===== src/rtl/pwm_reg_pkg.sv =====
// pwm_reg_pkg
// Shared definitions for the PWM register-bus master: register address map,
// the table of legal addresses, per-register read masks and the FSM state type.
// No ports (package).
package pwm_reg_pkg;

    localparam int unsigned ADDR_CTRL   = 32'h00;
    localparam int unsigned ADDR_PERIOD = 32'h04;
    localparam int unsigned ADDR_DUTY   = 32'h08;
    localparam int unsigned ADDR_CH0    = 32'h0C;
    localparam int unsigned ADDR_CH1    = 32'h0D;
    localparam int unsigned ADDR_CH2    = 32'h0E;
    localparam int unsigned ADDR_POL    = 32'h0F;
    localparam int unsigned ADDR_DEAD   = 32'h10;
    localparam int unsigned ADDR_STATUS = 32'h14;

    localparam int N_LEGAL = 9;
    localparam int unsigned LEGAL_ADDRS [N_LEGAL] = '{
        ADDR_CTRL, ADDR_PERIOD, ADDR_DUTY, ADDR_CH0, ADDR_CH1,
        ADDR_CH2, ADDR_POL, ADDR_DEAD, ADDR_STATUS
    };

    // Bits that actually read back; unlisted registers read back all bits.
    localparam logic [15:0] MASK_CTRL = 16'h0003;
    localparam logic [15:0] MASK_POL  = 16'h0001;

    typedef enum logic [1:0] {
        ST_IDLE   = 2'd0,
        ST_ISSUE  = 2'd1,
        ST_VERIFY = 2'd2,
        ST_RESP   = 2'd3
    } state_t;

endpackage


===== src/rtl/pwm_reg_addr_dec.sv =====
// pwm_reg_addr_dec
// Combinational address decoder for the PWM register map.
// Ports:
//   addr  - register address to classify
//   legal - 1 when addr is one of the implemented registers
//   mask  - read-back mask for addr (all-ones for full-width registers)
module pwm_reg_addr_dec
    import pwm_reg_pkg::*;
#(
    parameter int WIDTH  = 16,
    parameter int ADDR_W = 5
) (
    input  logic [ADDR_W-1:0] addr,
    output logic              legal,
    output logic [WIDTH-1:0]  mask
);

    always_comb begin
        legal = 1'b0;
        for (int i = 0; i < N_LEGAL; i++) begin
            if (32'(addr) == LEGAL_ADDRS[i]) begin
                legal = 1'b1;
            end
        end

        mask = '1;
        if (32'(addr) == ADDR_CTRL) begin
            mask = WIDTH'(MASK_CTRL);
        end else if (32'(addr) == ADDR_POL) begin
            mask = WIDTH'(MASK_POL);
        end
    end

endmodule


===== src/rtl/pwm_reg_master.sv =====
// pwm_reg_master
// Turns single read/write commands into one-cycle strobes on the PWM
// register bus and returns a response with error reporting.
// Build option: define PWM_REG_MASTER_VERIFY_EN to read back every write
// and flag a masked mismatch as an error.
// Ports:
//   clk, rst                              - clock, async active-high reset
//   cmd_valid/cmd_ready, cmd_write,
//   cmd_addr, cmd_data                    - command channel
//   wr_en, rd_en, addr, wr_data, rd_data  - register-bus initiator
//   rsp_valid/rsp_ready, rsp_data, rsp_err- response channel
//   err_cnt                               - saturating error-response count
//
// state     | meaning
// ----------+-------------------------------------------------------
// ST_IDLE   | ready for a command
// ST_ISSUE  | one-cycle wr_en or rd_en strobe on the bus
// ST_VERIFY | read-back strobe after a write (VERIFY_EN builds only)
// ST_RESP   | response held until rsp_ready
module pwm_reg_master
    import pwm_reg_pkg::*;
#(
    parameter int WIDTH  = 16,
    parameter int ADDR_W = 5
) (
    input  logic              clk,
    input  logic              rst,
    input  logic              cmd_valid,
    output logic              cmd_ready,
    input  logic              cmd_write,
    input  logic [ADDR_W-1:0] cmd_addr,
    input  logic [WIDTH-1:0]  cmd_data,
    output logic              wr_en,
    output logic              rd_en,
    output logic [ADDR_W-1:0] addr,
    output logic [WIDTH-1:0]  wr_data,
    input  logic [WIDTH-1:0]  rd_data,
    output logic              rsp_valid,
    input  logic              rsp_ready,
    output logic [WIDTH-1:0]  rsp_data,
    output logic              rsp_err,
    output logic [7:0]        err_cnt
);

    state_t              state;
    logic                write_q;
    logic [ADDR_W-1:0]   addr_q;
    logic [WIDTH-1:0]    data_q;
    logic [ADDR_W-1:0]   dec_addr;
    logic                dec_legal;
    logic [WIDTH-1:0]    dec_mask;

    // One decoder serves both the incoming command and the latched one.
    assign dec_addr  = (state == ST_IDLE) ? cmd_addr : addr_q;
    // Combinational so it is low throughout reset and high right after.
    assign cmd_ready = (state == ST_IDLE) && !rst;

    pwm_reg_addr_dec #(
        .WIDTH  (WIDTH),
        .ADDR_W (ADDR_W)
    ) u_addr_dec (
        .addr  (dec_addr),
        .legal (dec_legal),
        .mask  (dec_mask)
    );

`ifndef PWM_REG_MASTER_VERIFY_EN
    logic unused_mask;
    assign unused_mask = ^dec_mask;
`endif

    always_ff @(posedge clk or posedge rst) begin
        if (rst) begin
            state     <= ST_IDLE;
            write_q   <= 1'b0;
            addr_q    <= '0;
            data_q    <= '0;
            wr_en     <= 1'b0;
            rd_en     <= 1'b0;
            addr      <= '0;
            wr_data   <= '0;
            rsp_valid <= 1'b0;
            rsp_data  <= '0;
            rsp_err   <= 1'b0;
            err_cnt   <= 8'd0;
        end else begin
            // Strobes and bus fields default low so they last one cycle.
            wr_en   <= 1'b0;
            rd_en   <= 1'b0;
            addr    <= '0;
            wr_data <= '0;

            case (state)
                ST_IDLE: begin
                    if (cmd_valid) begin
                        write_q <= cmd_write;
                        addr_q  <= cmd_addr;
                        data_q  <= cmd_data;
                        if (dec_legal) begin
                            state   <= ST_ISSUE;
                            wr_en   <= cmd_write;
                            rd_en   <= !cmd_write;
                            addr    <= cmd_addr;
                            wr_data <= cmd_write ? cmd_data : '0;
                        end else begin
                            state     <= ST_RESP;
                            rsp_valid <= 1'b1;
                            rsp_err   <= 1'b1;
                            rsp_data  <= '0;
                        end
                    end
                end

                ST_ISSUE: begin
                    if (write_q) begin
`ifdef PWM_REG_MASTER_VERIFY_EN
                        state <= ST_VERIFY;
                        rd_en <= 1'b1;
                        addr  <= addr_q;
`else
                        state     <= ST_RESP;
                        rsp_valid <= 1'b1;
                        rsp_err   <= 1'b0;
                        rsp_data  <= data_q;
`endif
                    end else begin
                        state     <= ST_RESP;
                        rsp_valid <= 1'b1;
                        rsp_err   <= 1'b0;
                        rsp_data  <= rd_data;
                    end
                end

                ST_VERIFY: begin
`ifdef PWM_REG_MASTER_VERIFY_EN
                    state     <= ST_RESP;
                    rsp_valid <= 1'b1;
                    if ((rd_data & dec_mask) != (data_q & dec_mask)) begin
                        rsp_err  <= 1'b1;
                        rsp_data <= rd_data;
                    end else begin
                        rsp_err  <= 1'b0;
                        rsp_data <= data_q;
                    end
`else
                    state <= ST_IDLE;
`endif
                end

                ST_RESP: begin
                    if (rsp_ready) begin
                        state     <= ST_IDLE;
                        rsp_valid <= 1'b0;
                        rsp_err   <= 1'b0;
                        rsp_data  <= '0;
                        if (rsp_err && (err_cnt != 8'hFF)) begin
                            err_cnt <= err_cnt + 8'd1;
                        end
                    end
                end

                default: state <= ST_IDLE;
            endcase
        end
    end

endmodule


===== config.mk =====
export PLATFORM = sky130hd
export DESIGN_NAME = pwm_reg_master
export DESIGN_NICKNAME = d
export VERILOG_FILES = /design/src/rtl/pwm_reg_pkg.sv /design/src/rtl/pwm_reg_addr_dec.sv /design/src/rtl/pwm_reg_master.sv
export SDC_FILE = /design/constraint.sdc
export NUM_CORES = 1
export LEC_CHECK = 0
export ABC_AREA = 0
export CORE_MARGIN = 1.5
export CORE_UTILIZATION = 41
export DETAILED_ROUTE_END_ITERATION = 12
export PLACE_DENSITY_LB_ADDON = 0.08
export SLEW_MARGIN = 10
export SYNTH_ARGS = -nofsm -noshare
export SYNTH_HDL_FRONTEND = slang
export SYNTH_SLANG_ARGS = --single-unit
export TNS_END_PERCENT = 10

===== constraint.sdc =====
create_clock -name clk -period 2.15 [get_ports clk]
set_input_delay 0.43 -clock clk [delete_from_list [all_inputs] [get_ports clk]]
set_output_delay 0.43 -clock clk [all_outputs]
set_load 0.02 [all_outputs]

; ---- Yosys cells after proc, flatten, opt, wreduce, memory -nomap -nowiden
; Cells that the tools add are included.
[totals]
regBits = 73
input_bits = 42
output_inout_bits = 50
elab_cells = 76
[classes]
n_addsub = 1
eq_ne = 15
muxes = 37
n_reduce_logical = 11
[op_table]
columns = op, n
row1 = $mux W16, 8
row2 = $pmux W16 S3, 1
row3 = $eq A5 B4 Y1 const B, 5
row4 = $mux W5, 4
row5 = $mux W1, 18
row6 = $eq A5 B5 Y1 const B, 2
row7 = $add A8 B1 Y8 const B, 1
row8 = $ne A8 B8 Y1 const B, 1
row9 = $pmux W2 S4, 1
row10 = $mux W2, 3
row11 = $ne A2 B2 Y1 const B, 3
row12 = $pmux W1 S3, 2
row13 = $eq A5 B3 Y1 const B, 1
row14 = $logic_not A5 Y1, 1
row15 = $eq A2 B2 Y1 const B, 2
row16 = $reduce_and A2 Y1, 2
row17 = $reduce_and A4 Y1, 1
row18 = $reduce_and A3 Y1, 1
row19 = $reduce_bool A3 Y1, 1
row20 = $eq A2 B1 Y1 const B, 1
row21 = $logic_and A1 B1 Y1, 2
row22 = $logic_not A1 Y1, 2
row23 = $logic_not A2 Y1, 1

; ---- Depth between registers and ports, before layout
[logic_depth]
word_depth = 15
mapped_depth = 7
mapped_depth_nobuf = 5

; ---- Modules after synthesis
; A second synthesis with hierarchy kept.
[hier_totals]
hier_cells = 245
area_unflattened_um2 = 3103.0
[modules_own_cells]
columns = module, instances, cells_per_inst, area_each_um2, seq_area_each_um2
row1 = pwm_reg_master, 1, 224, 2952.8, 1826.8
row2 = pwm_reg_addr_dec, 1, 21, 150.1, 0.0

; ---- Least setup slack after synthesis
; Ideal clock, no wire load.
[synth_timing]
path_type = flip-flop to flip-flop
from = reg err_cnt[0]
to = reg err_cnt[1]
setup_time_ns = 0.125
arrival_time_ns = 1.585
required_ns = 2.025
setup_slack_ns = 0.440
path_stages_with_launch = 6
n_path_buf = 0
period_less_slack_ns = 1.710
path_cell_list = dfrtp_1 > ha_1 > and4_1 > nand2_1 > o21ai_1 > mux2_2
[synth_via]
elab_chain_cells = 3
elab_cells_between_ends = 4
classes_between = 1 x add/sub / 1 x eq/ne / 2 x reduce/logical
[synth_lines]
columns = element, line
row1 = start: declaration, pwm_reg_master.sv:42  ; output logic [7:0] err_cnt
row2 = start signal: assignment, pwm_reg_master.sv:157  ; err_cnt <= err_cnt + 8'd1;
row3 = branches (longest 3 deep; another with $add A8 B1 Y8), n/a
; Several ways; the timed one is not identified.
; A chain may end at the register's enable or synchronous reset.

; ---- Worst setup path after layout
[layout_timing]
from = reg err_cnt[2]
to = out err_cnt[2]
; No word-level cell between the ends.

==> flow_summary.ini <==
[power]
ir_worst_vdd_v = 0.000708
p_per_area_nw_per_um2 = 1160
finalPower_mw = 4.56
power.leakage_nw = 1.80

[yosys]
synth.avg_cell_area_um2 = 13.8
ys_seq_area_share_pct = 60.6
mappedNetlistNets = 247
yosysTopAreaCell = dfrtp_1
yosysUniqueCellTypes = 36
netlist_instances = 204
ys_top_cells_by_area = dfrtp_1, mux2_4, mux2i_1
synth_warnings = 0
netlist.area_leader.share_pct = 60.6
synth-seq-cells = 68
syn-cell-area_um2 = 2810

[floorplan]
initial_utilization_pct = 43.2
dieWidth_um = 85.8
io_pins = 92
core-area_um2 = 6490
dieArea_um2 = 7360
die_h_um = 85.8
num_rows = 29

[critical_path]
end_kind = output pin
critPathTopFamily = buffers and inverters
r2r_end = err_cnt[1]
arrival_ns = 1.43
critPathMaxFanout = 7
required_ns = 1.72
rr_worst_depth = 5
crit_start = err_cnt[2]
reg2reg_from = err_cnt[0]
slowest_delay_ns = 0.64
critPathKind = reg -> out
cp-endpoint = err_cnt[2]
critPathBufInv = 1
worst-path-stages = 1
path_cells = clkdlybuf4s50_1
cp_slowest_cell = clkdlybuf4s50_1
r2r_slack_ns = 0.45
startpoint_type = flop

[layout]
layout-drive-gt1-share_pct = 13.9
antenna_cells = 0
area_growth_pct = 40.2
nets = 341
fill_cells = 536

[timing]
min_period_ns = 1.86
finalCritPeriodShare_pct = 86.5
clock_skew_ns = 0.00797
hold_viol = 0
rsz0062_at_grt = false
max_slew_margin_pct = 46.6
timing.hold.ws_ns = 0.488
finalSetupViolations = 0
worst_pin_slew_ns = 0.801
fin_tns_setup_ns = 0
drv_slew = 0
fmax_mhz = 538

[global_route]
grt_use_met2_pct = 26.6
first_global_vias = 1891
use_met1_pct = 24.3
gr-usage-all-layers_pct = 17.5
grt_pass1_wl_mm = 9.84
gr-max-usage-layer = met2
grt_overflow = 0
grt_max_degree = 69
antenna_found_initial = 0
gr-usage-met3_pct = 4.23

[routing]
ant_nets = 0
vias_per_cell = 5.09
wirelength_mm = 6.06
avgRoutedWirePerCell_um = 16.0
drt_iter0_drc = 39
drc = 0
num_vias = 1930
dr.pass1.iters = 4

[placement]
dp_hpwl_mm = 4.12
place_congestion = 0.777
io_buffer_count = 91

[cts]
cts_setup_buffers = 0
cts_root_buffer = clkbuf_8
clockBufferDepth = 2
clock-sinks = 68
htree_num_levels = 3
cts_tree = done
clk_pin_slew_ns = 0.07
clk_latency_ns = 0.33
cts_buffers = 9

[run]
cap_viol_max_count = 0

[outcome]
status = finished, final reports clean

[hold_path]
hold_path.class = reg -> reg
==> cell type report <==
type                       instances  area (um^2)  share of cell area [%]
clock inverter                     2         10.0                   0.254
sequential                        68         1700                    43.2
tap                               77         96.3                    2.45
clock buffer                      13          159                    4.03
inverter                           3         11.3                   0.286
timing repair buffer              94          961                    24.4
multi-input combinational        122         1000                    25.4
==> worst min path at each step <==
stage            startpoint           end  slack (ns)  depth (start not counted)
3_5_place_dp   rsp_data[15]  rsp_data[15]        0.48                          1
3_3_place_gp    rsp_data[1]   rsp_data[1]        0.47                          1
6_report        rsp_data[0]   rsp_data[0]        0.49                          1
4_1_cts         rsp_data[0]   rsp_data[0]        0.50                          1
5_1_grt         rsp_data[0]   rsp_data[0]        0.51                          1
2_1_floorplan    data_q[11]    data_q[11]        0.48                          1
==> state kept, by name (all words and copies together) (netlist names) <==
register,cells
write_q,1
addr,5
wr_data,16
state,2
err_cnt,8
rsp_data,16
rsp_err,1
wr_en,1
rsp_valid,1
rd_en,1
data_q,16
==> repair_timing <==
action / 4_1_cts / 5_1_grt
hold buffers: 0 / 0
setup endpoints to repair: 0 / 1
gates resized for setup: 0 / 1
==> power by group <==
part | total, mW | switching [mW] | internal [mW]
Clock | 0.916 | 0.443 | 0.473
Sequential | 1.93 | 0.287 | 1.65
Combinational | 1.71 | 0.788 | 0.922
==> routing by layer <==
layer  up-vias  share of wire, %
met2        55                47
met1       959                46
met4         0               1.9
met5         -                 0
met3        11               4.5
li1        905                 -
==> cell usage after synthesis (all sizes together) <==
master	number
o21ai	4
a31oi	1
clkbuf	1
o2bb2ai	17
nand4	4
ha	1
nor3	2
inv	3
a21o	1
and4	2
nand2b	1
and3	6
nor2	6
and2	18
a32o	1
nand3	3
dfrtp	68
xnor2	1
mux2i	16
mux2	19
a21oi	5
buf	10
a22oi	1
xor2	3
nand2	10
==> metrics by stage <==
step	util, %	cell area, um^2	instances	setup slack (ns)
after CTS	60.6	3940	379	0.0447
after global placement	58.0	3770	364	0.0987
after detailed placement	58.0	3770	364	0.0218
after floorplan	-	2810	204	0.00849
after global routing	60.6	3940	379	0.222
final	60.6	3940	379	0.291
==> cell usage in the layout (no fill, tap or decap), types with 5 or more instances in the layout <==
master	netlist	routed
clkdlybuf4s50_1	0	90
dfrtp_1	68	68
o2bb2ai_1	17	17
mux2i_1	16	16
and2_1	16	16
mux2_4	13	13
clkbuf_8	0	11
nand2_1	10	10
mux2_2	6	6
nor2_1	5	5
a21oi_1	5	5
and3_1	5	5
==> kinds of logic (layout without fill, tap and decap cells) <==
group           Yosys count  in the layout  share of synthesized area (%)
flops                    68             68                           60.6
simple gates             52             52                           10.7
mux                      35             35                           15.1
compound gates           30             30                           8.15
buf+inv                  14            112                           3.83
xor+xnor                  4              4                           1.25
fa+ha+maj                 1              1                          0.445
Power figures use the tool's default switching activity.
